## src/rtl/dmem_arbiter_if.sv

```systemverilog
// Request-side bundle shared by the processor (C) and the capture engine (S).
// Requesters connect through the master modport; dmem_arbiter uses the slave modport.
interface dmem_arbiter_if #(
  parameter int ADDR_W = 12,
  parameter int DATA_W = 32
);
  logic              c_req;
  logic              c_wen;
  logic [ADDR_W-1:0] c_addr;
  logic [DATA_W-1:0] c_wdata;
  logic              c_gnt;
  logic              c_rvalid;
  logic [DATA_W-1:0] c_rdata;

  logic              s_req;
  logic              s_lock;
  logic              s_wen;
  logic [ADDR_W-1:0] s_addr;
  logic [DATA_W-1:0] s_wdata;
  logic              s_gnt;
  logic              s_rvalid;
  logic [DATA_W-1:0] s_rdata;

  modport master (
    output c_req, c_wen, c_addr, c_wdata,
    output s_req, s_lock, s_wen, s_addr, s_wdata,
    input  c_gnt, c_rvalid, c_rdata,
    input  s_gnt, s_rvalid, s_rdata
  );

  modport slave (
    input  c_req, c_wen, c_addr, c_wdata,
    input  s_req, s_lock, s_wen, s_addr, s_wdata,
    output c_gnt, c_rvalid, c_rdata,
    output s_gnt, s_rvalid, s_rdata
  );
endinterface

```

## src/rtl/dmem_arbiter.sv

```systemverilog
// Arbitrates the single data-RAM port between processor (C) and capture engine (S).
// Default: C priority with S aging. Define DMEM_ARB_RR_EN for round-robin in IDLE/C_OWN.
module dmem_arbiter #(
  parameter int ADDR_W    = 12,
  parameter int DATA_W    = 32,
  parameter int MAX_WAIT  = 4,
  parameter int BURST_MAX = 8
) (
  input  logic              i_clk,
  input  logic              i_rst_n,
  dmem_arbiter_if.slave     bus_if,
  output logic              o_ram_wen,
  output logic [ADDR_W-1:0] o_ram_addr,
  output logic [DATA_W-1:0] o_ram_data_in,
  input  logic [DATA_W-1:0] i_ram_data_out
);

  localparam int BURST_W = $clog2(BURST_MAX + 1);

  typedef enum logic [1:0] {IDLE, C_OWN, S_BURST} state_t;
  typedef enum logic [1:0] {OWN_NONE, OWN_C, OWN_S} owner_t;

  state_t              r_state;
  state_t              w_state_nxt;
  logic [BURST_W-1:0]  r_burst_cnt;
  logic [BURST_W-1:0]  w_burst_cnt_nxt;
  owner_t              r_rd_owner;
  logic [ADDR_W-1:0]   r_ram_addr;
  logic [DATA_W-1:0]   r_ram_wdata;
  logic [DATA_W-1:0]   r_c_rdata;
  logic [DATA_W-1:0]   r_s_rdata;

  logic w_c_gnt;
  logic w_s_gnt;
  logic w_c_win;
  logic w_c_rvalid;
  logic w_s_rvalid;

`ifdef DMEM_ARB_RR_EN
  logic r_last_s;

  // On a tie the port granted most recently loses.
  always_comb w_c_win = bus_if.c_req && !(bus_if.s_req && !r_last_s);

  always_ff @(posedge i_clk or negedge i_rst_n) begin
    if (!i_rst_n) begin
      r_last_s <= 1'b1;
    end else if (w_c_gnt) begin
      r_last_s <= 1'b0;
    end else if (w_s_gnt) begin
      r_last_s <= 1'b1;
    end
  end
`else
  localparam int WAIT_W = $clog2(MAX_WAIT + 1);

  logic [WAIT_W-1:0] r_wait_cnt;

  // A starved S (denied MAX_WAIT times) is forced ahead of C.
  always_comb w_c_win = bus_if.c_req &&
                        !(bus_if.s_req && (r_wait_cnt == WAIT_W'(MAX_WAIT)));

  always_ff @(posedge i_clk or negedge i_rst_n) begin
    if (!i_rst_n) begin
      r_wait_cnt <= '0;
    end else if (w_s_gnt) begin
      r_wait_cnt <= '0;
    end else if (bus_if.s_req && (r_wait_cnt != WAIT_W'(MAX_WAIT))) begin
      r_wait_cnt <= r_wait_cnt + 1'b1;
    end
  end
`endif

  // Grant and next state; grants are forced low while reset is asserted.
  always_comb begin
    // NOTE: every output gets a default first so no path can infer a latch.
    w_state_nxt     = r_state;
    w_burst_cnt_nxt = r_burst_cnt;
    w_c_gnt         = 1'b0;
    w_s_gnt         = 1'b0;
    if (i_rst_n) begin
      case (r_state)
        S_BURST: begin
          if (bus_if.s_req) begin
            w_s_gnt         = 1'b1;
            w_burst_cnt_nxt = r_burst_cnt + 1'b1;
          end
          if (!bus_if.s_lock ||
              (bus_if.s_req && (w_burst_cnt_nxt == BURST_W'(BURST_MAX)))) begin
            w_state_nxt = IDLE;
          end
        end
        default: begin
          if (w_c_win) begin
            w_c_gnt     = 1'b1;
            w_state_nxt = C_OWN;
          end else if (bus_if.s_req) begin
            w_s_gnt = 1'b1;
            if (bus_if.s_lock && (BURST_MAX > 1)) begin
              w_state_nxt     = S_BURST;
              w_burst_cnt_nxt = BURST_W'(1);
            end else begin
              w_state_nxt = IDLE;
            end
          end else begin
            w_state_nxt = IDLE;
          end
        end
      endcase
    end
  end

  // RAM side: granted port drives the bus; otherwise the last address/data hold.
  always_comb begin
    o_ram_wen     = 1'b0;
    o_ram_addr    = r_ram_addr;
    o_ram_data_in = r_ram_wdata;
    if (w_c_gnt) begin
      o_ram_wen     = bus_if.c_wen;
      o_ram_addr    = bus_if.c_addr;
      o_ram_data_in = bus_if.c_wdata;
    end else if (w_s_gnt) begin
      o_ram_wen     = bus_if.s_wen;
      o_ram_addr    = bus_if.s_addr;
      o_ram_data_in = bus_if.s_wdata;
    end
  end

  always_ff @(posedge i_clk or negedge i_rst_n) begin
    if (!i_rst_n) begin
      r_state     <= IDLE;
      r_burst_cnt <= '0;
      r_rd_owner  <= OWN_NONE;
      r_ram_addr  <= '0;
      r_ram_wdata <= '0;
      r_c_rdata   <= '0;
      r_s_rdata   <= '0;
    end else begin
      // NOTE: non-blocking so every register samples the pre-edge values.
      r_state     <= w_state_nxt;
      r_burst_cnt <= w_burst_cnt_nxt;
      if (w_c_gnt || w_s_gnt) begin
        r_ram_addr  <= o_ram_addr;
        r_ram_wdata <= o_ram_data_in;
      end
      if (w_c_gnt && !bus_if.c_wen) begin
        r_rd_owner <= OWN_C;
      end else if (w_s_gnt && !bus_if.s_wen) begin
        r_rd_owner <= OWN_S;
      end else begin
        r_rd_owner <= OWN_NONE;
      end
      if (w_c_rvalid) r_c_rdata <= i_ram_data_out;
      if (w_s_rvalid) r_s_rdata <= i_ram_data_out;
    end
  end

  // Read data is live from the RAM on the return cycle and held afterwards.
  assign w_c_rvalid = (r_rd_owner == OWN_C);
  assign w_s_rvalid = (r_rd_owner == OWN_S);

  assign bus_if.c_gnt    = w_c_gnt;
  assign bus_if.c_rvalid = w_c_rvalid;
  assign bus_if.c_rdata  = w_c_rvalid ? i_ram_data_out : r_c_rdata;
  assign bus_if.s_gnt    = w_s_gnt;
  assign bus_if.s_rvalid = w_s_rvalid;
  assign bus_if.s_rdata  = w_s_rvalid ? i_ram_data_out : r_s_rdata;

  a_one_grant : assert property (@(posedge i_clk) disable iff (!i_rst_n)
                                 !(w_c_gnt && w_s_gnt));

endmodule
```

## src/flat_wrapper.sv

```systemverilog
// flat-port wrapper written by rule: the top's interface ports become plain ports
module dmem_arbiter_flat 
#(
  parameter int ADDR_W    = 12,
  parameter int DATA_W    = 32,
  parameter int MAX_WAIT  = 4,
  parameter int BURST_MAX = 8
)
  (i_clk, i_rst_n, o_ram_wen, o_ram_addr, o_ram_data_in, i_ram_data_out, bus_if_c_req, bus_if_c_wen, bus_if_c_addr, bus_if_c_wdata, bus_if_s_req, bus_if_s_lock, bus_if_s_wen, bus_if_s_addr, bus_if_s_wdata, bus_if_c_gnt, bus_if_c_rvalid, bus_if_c_rdata, bus_if_s_gnt, bus_if_s_rvalid, bus_if_s_rdata);
  dmem_arbiter_if #(.ADDR_W(ADDR_W), .DATA_W(DATA_W)) bus_if_i ();
  input  logic i_clk;
  input  logic i_rst_n;
  output logic o_ram_wen;
  output logic [ADDR_W-1:0] o_ram_addr;
  output logic [DATA_W-1:0] o_ram_data_in;
  input  logic [DATA_W-1:0] i_ram_data_out;
  input wire logic [$bits(bus_if_i.c_req)-1:0] bus_if_c_req;
  input wire logic [$bits(bus_if_i.c_wen)-1:0] bus_if_c_wen;
  input wire logic [$bits(bus_if_i.c_addr)-1:0] bus_if_c_addr;
  input wire logic [$bits(bus_if_i.c_wdata)-1:0] bus_if_c_wdata;
  input wire logic [$bits(bus_if_i.s_req)-1:0] bus_if_s_req;
  input wire logic [$bits(bus_if_i.s_lock)-1:0] bus_if_s_lock;
  input wire logic [$bits(bus_if_i.s_wen)-1:0] bus_if_s_wen;
  input wire logic [$bits(bus_if_i.s_addr)-1:0] bus_if_s_addr;
  input wire logic [$bits(bus_if_i.s_wdata)-1:0] bus_if_s_wdata;
  output wire logic [$bits(bus_if_i.c_gnt)-1:0] bus_if_c_gnt;
  output wire logic [$bits(bus_if_i.c_rvalid)-1:0] bus_if_c_rvalid;
  output wire logic [$bits(bus_if_i.c_rdata)-1:0] bus_if_c_rdata;
  output wire logic [$bits(bus_if_i.s_gnt)-1:0] bus_if_s_gnt;
  output wire logic [$bits(bus_if_i.s_rvalid)-1:0] bus_if_s_rvalid;
  output wire logic [$bits(bus_if_i.s_rdata)-1:0] bus_if_s_rdata;
  assign bus_if_i.c_req = bus_if_c_req;
  assign bus_if_i.c_wen = bus_if_c_wen;
  assign bus_if_i.c_addr = bus_if_c_addr;
  assign bus_if_i.c_wdata = bus_if_c_wdata;
  assign bus_if_i.s_req = bus_if_s_req;
  assign bus_if_i.s_lock = bus_if_s_lock;
  assign bus_if_i.s_wen = bus_if_s_wen;
  assign bus_if_i.s_addr = bus_if_s_addr;
  assign bus_if_i.s_wdata = bus_if_s_wdata;
  assign bus_if_c_gnt = bus_if_i.c_gnt;
  assign bus_if_c_rvalid = bus_if_i.c_rvalid;
  assign bus_if_c_rdata = bus_if_i.c_rdata;
  assign bus_if_s_gnt = bus_if_i.s_gnt;
  assign bus_if_s_rvalid = bus_if_i.s_rvalid;
  assign bus_if_s_rdata = bus_if_i.s_rdata;
  dmem_arbiter #(.ADDR_W(ADDR_W), .DATA_W(DATA_W), .MAX_WAIT(MAX_WAIT), .BURST_MAX(BURST_MAX)) u_core (.i_clk(i_clk), .i_rst_n(i_rst_n), .bus_if(bus_if_i), .o_ram_wen(o_ram_wen), .o_ram_addr(o_ram_addr), .o_ram_data_in(o_ram_data_in), .i_ram_data_out(i_ram_data_out));
endmodule
```

## config.mk

```make
export PLATFORM = sky130hd
export DESIGN_NAME = dmem_arbiter_flat
export DESIGN_NICKNAME = d
export VERILOG_FILES = /design/src/rtl/dmem_arbiter_if.sv /design/src/rtl/dmem_arbiter.sv /design/src/flat_wrapper.sv
export SDC_FILE = /design/constraint.sdc
export NUM_CORES = 1
export LEC_CHECK = 0
export ABC_AREA = 1
export BUFFER_PORTS_ARGS = -buffer_cell sky130_fd_sc_hd__buf_2
export CORE_ASPECT_RATIO = 0.6
export CORE_MARGIN = 2
export CORE_UTILIZATION = 40
export CTS_BUF_LIST = sky130_fd_sc_hd__clkbuf_16
export CTS_CLUSTER_DIAMETER = 200
export CTS_CLUSTER_SIZE = 10
export DETAILED_ROUTE_END_ITERATION = 6
export PLACE_DENSITY = 0.76
export REMOVE_ABC_BUFFERS = 1
export SETUP_SLACK_MARGIN = 0.1
export SLEW_MARGIN = 40
export SYNTH_ARGS = -nofsm -noshare
export SYNTH_HDL_FRONTEND = slang
export SYNTH_SLANG_ARGS = --single-unit
```

## constraint.sdc

```tcl
create_clock -name i_clk -period 2.2 [get_ports i_clk]
set_input_delay 0.33 -clock i_clk [delete_from_list [all_inputs] [get_ports i_clk]]
set_output_delay 0.33 -clock i_clk [all_outputs]
set_load 0.01 [all_outputs]
```

==> impl_metrics.env <==
export IMPL_cts_buffer_depth=2
export IMPL_via_per_inst=4.91
export IMPL_hold_violations=0
export IMPL_grt_max_degree=66
export IMPL_grt_total_usage=0.225
export IMPL_worstPathCellList="inv_2 -> ha_4 -> nand3_2 -> nand2_2 -> inv_4 -> nand3_4 -> buf_6 -> buf_16 -> nand3_1 -> nand3_2 -> buf_6"
export IMPL_synthDistinctLibCells=22
export IMPL_slowest_stage="dfrtp_1"
export IMPL_critPathBufInv=5
export IMPL_vias=5215
export IMPL_io_pins=240
export IMPL_status="finished with violations"
export IMPL_h_tree_depth=4
export IMPL_dpl_cell_area_sq_mm=0.00670
export IMPL_dieArea_sq_mm=0.0143
export IMPL_numCtsBuffers=17
export IMPL_syn_avg_cell_area_sq_um=8.64
export IMPL_clock_latency_ns=0.40
export IMPL_netlist_area_sq_mm=0.00535
export IMPL_setup_ws_ns=-0.121
export IMPL_cts_tree="built"
export IMPL_dp_cells=1006
export IMPL_core_sq_mm=0.0129
export IMPL_leakagePower_uw=0.00462
export IMPL_ir_drop_v=0.000510
export IMPL_place_congestion=0.769
export IMPL_crit_arrival_ns=1.99
export IMPL_grt_pass1_wl_um=25200
export IMPL_clk_pin_slew_ns=0.06
export IMPL_synth_area_leaders="dfrtp_1, nand3_1, nand2_1"
export IMPL_worstPathRequired_ns=1.87
export IMPL_worst_clock_skew_ns=0.00916
export IMPL_rsz0062_at_grt="yes"
export IMPL_dp_hpwl_um=10100
export IMPL_max_stage_delay_ns=0.39
export IMPL_layout_nets=1009
export IMPL_diodes=0
export IMPL_worst_pin_slew_ns=0.560
export IMPL_critPathLaunchType="flop"
export IMPL_cp_top_family="buffers and inverters"
export IMPL_drtIter0Drc=327
export IMPL_syn_inst=619
export IMPL_fp_row_count=32
export IMPL_die_w_um=153
export IMPL_syn2layout_area_growth_pct=50.4
export IMPL_drc_errors=0
export IMPL_synth_seq_cells=119
export IMPL_yosys_area_top_type="dfrtp_1"
export IMPL_stdcell_area_sq_mm=0.00804
export IMPL_synth_top_area_share=0.557
export IMPL_die_h_um=93.6
export IMPL_setup_viol=44
export IMPL_maxSlewHeadroom=0.627
export IMPL_wire_per_inst_um=15.7
export IMPL_cts_root_buf="clkbuf_16"
export IMPL_grt_pass1_vias=4846
export IMPL_cts_sinks=119
export IMPL_critical_path_endpoint_type="output pin"
export IMPL_grt_overflow=0
export IMPL_fin_util=0.622
export IMPL_start_util=0.413
export IMPL_maxCapViolations=0
export IMPL_post_route_min_period_ns=2.32
export IMPL_wl_um=16700
export IMPL_dr_pass1_iters=5
export IMPL_cp_max_fo=12
export IMPL_worstHoldPathType="in2reg"
export IMPL_antenna_left=0
export IMPL_violations="setup timing"
export IMPL_fill_cells=1108
export IMPL_instances_no_fill=1062
export IMPL_crit_type="reg2out"
export IMPL_drive_above_1_share=0.433
export IMPL_min_period_over_period=1.05
export IMPL_portBuffers=239
export IMPL_antenna_found_initial=1
export IMPL_yosysSeqAreaShare=0.557
export IMPL_p_per_area_mw_per_mm2=990
export IMPL_fmax_mhz=431
export IMPL_ys_warn_count=0
export IMPL_drv_slew=0
==> state kept, by name (all words and copies together), names as in the netlist <==
name / cells
u_core.r_burst_cnt: 4
u_core.r_c_rdata: 32
u_core.r_ram_addr: 12
u_core.r_ram_wdata: 32
u_core.r_rd_owner: 2
u_core.r_s_rdata: 32
u_core.r_state: 2
u_core.r_wait_cnt: 3
==> power breakdown <==
group	switching, uW	internal, uW
registers	176	2730
logic	1390	1070
clock network	1110	1480
total	2670	5290
==> metal layers <==
metal	vias up	routed length [um]	share of wire	GRT usage
li1	2553	-	-	-
met1	2424	7870	0.47	0.327
met2	215	7420	0.44	0.339
met3	23	1240	0.074	0.0630
met4	0	187	0.011	0.0440
met5	-	0	0	0
==> worst paths after layout <==
path,startpoint,endpoint,slack [ns],cells past startpoint
worst max-delay path,u_core.r_wait_cnt[0]$_DFFE_PN0P_,o_ram_data_in[24],-0.12,11
worst min-delay path,bus_if_c_wen,u_core.r_rd_owner[0]$_DFF_PN0_,0.09,2
worst max register to register,u_core.r_wait_cnt[0]$_DFFE_PN0P_,u_core.r_burst_cnt[0]$_DFFE_PN0P_,0.55,13
worst min register to register,u_core.r_s_rdata[11]$_DFF_PN0_,u_core.r_s_rdata[11]$_DFF_PN0_,0.49,2
min in group asynchronous,i_rst_n,u_core.r_ram_wdata[0]$_DFFE_PN0P_,0.11,2
max in group asynchronous,i_rst_n,u_core.r_s_rdata[22]$_DFF_PN0_,1.44,3
==> metrics by stage <==
stage | setup TNS [ns] | total power, uW | setup WS, ns | hold WS, ns
after CTS | -4.69 | 7860 | -0.135 | 0.0778
after global placement | 0 | 4930 | 0.293 | 0.397
after floorplan | -15.83 | 4020 | -0.332 | 0.0344
final | -3.45 | 7960 | -0.121 | 0.0903
after global routing | -8.41 | 8460 | -0.235 | 0.0665
after detailed placement | 0 | 4980 | 0.228 | 0.388
==> cell usage in the layout (no fill, tap or decap), types with 4 or more instances in the layout <==
cell / instances
buf_12: 9
buf_16: 4
buf_2: 223
buf_4: 15
buf_6: 18
clkbuf_16: 19
clkinvlp_4: 5
dfrtp_1: 119
inv_1: 44
inv_2: 5
inv_6: 6
inv_8: 4
nand2_1: 150
nand2_2: 14
nand2_4: 26
nand3_1: 109
nand3_2: 28
nor2_1: 10
o21ai_0: 43
o21ai_1: 23
==> synthesized netlist by cell type (all sizes together) <==
| cell | n |
|---|---|
| dfrtp | 119 |
| buf | 20 |
| nor2 | 11 |
| xnor2 | 1 |
| nand2 | 190 |
| o21ai | 68 |
| nor3 | 1 |
| inv | 52 |
| ha | 3 |
| nand3 | 139 |
| xor2 | 1 |
| clkbuf | 12 |
| a21oi | 2 |
==> area by class of cell <==
cell class / count / area [sq um] / share of cell area
multi-input cells: 416 / 2280 / 0.283
clock buffers: 17 / 425 / 0.0529
inverters: 52 / 218 / 0.0271
well taps: 170 / 213 / 0.0265
repair buffers: 273 / 1800 / 0.223
flip-flops and latches: 119 / 2980 / 0.370
clock inverters: 15 / 133 / 0.0165
==> kinds of logic (layout without fill, tap and decap cells) <==
family | after synthesis | count (layout) | share of synthesized area
AO/OA/AOI/OAI | 70 | 70 | 0.0655
XOR/XNOR | 2 | 2 | 0.00328
adder cells (fa/ha/maj) | 3 | 3 | 0.00702
buffers and inverters | 84 | 357 | 0.0754
flip-flops | 119 | 119 | 0.557
AND/OR/NAND/NOR | 341 | 341 | 0.292
==> repair_timing <==
action	CTS	global route
gates resized for setup	58	80
endpoints found under the hold margin	14	0
gates cloned	7	3
setup endpoints to repair	48	71
hold buffers	1	0
pin swaps	5	4
setup buffers	12	5
Note: power is estimated with default switching activity, not from simulation.
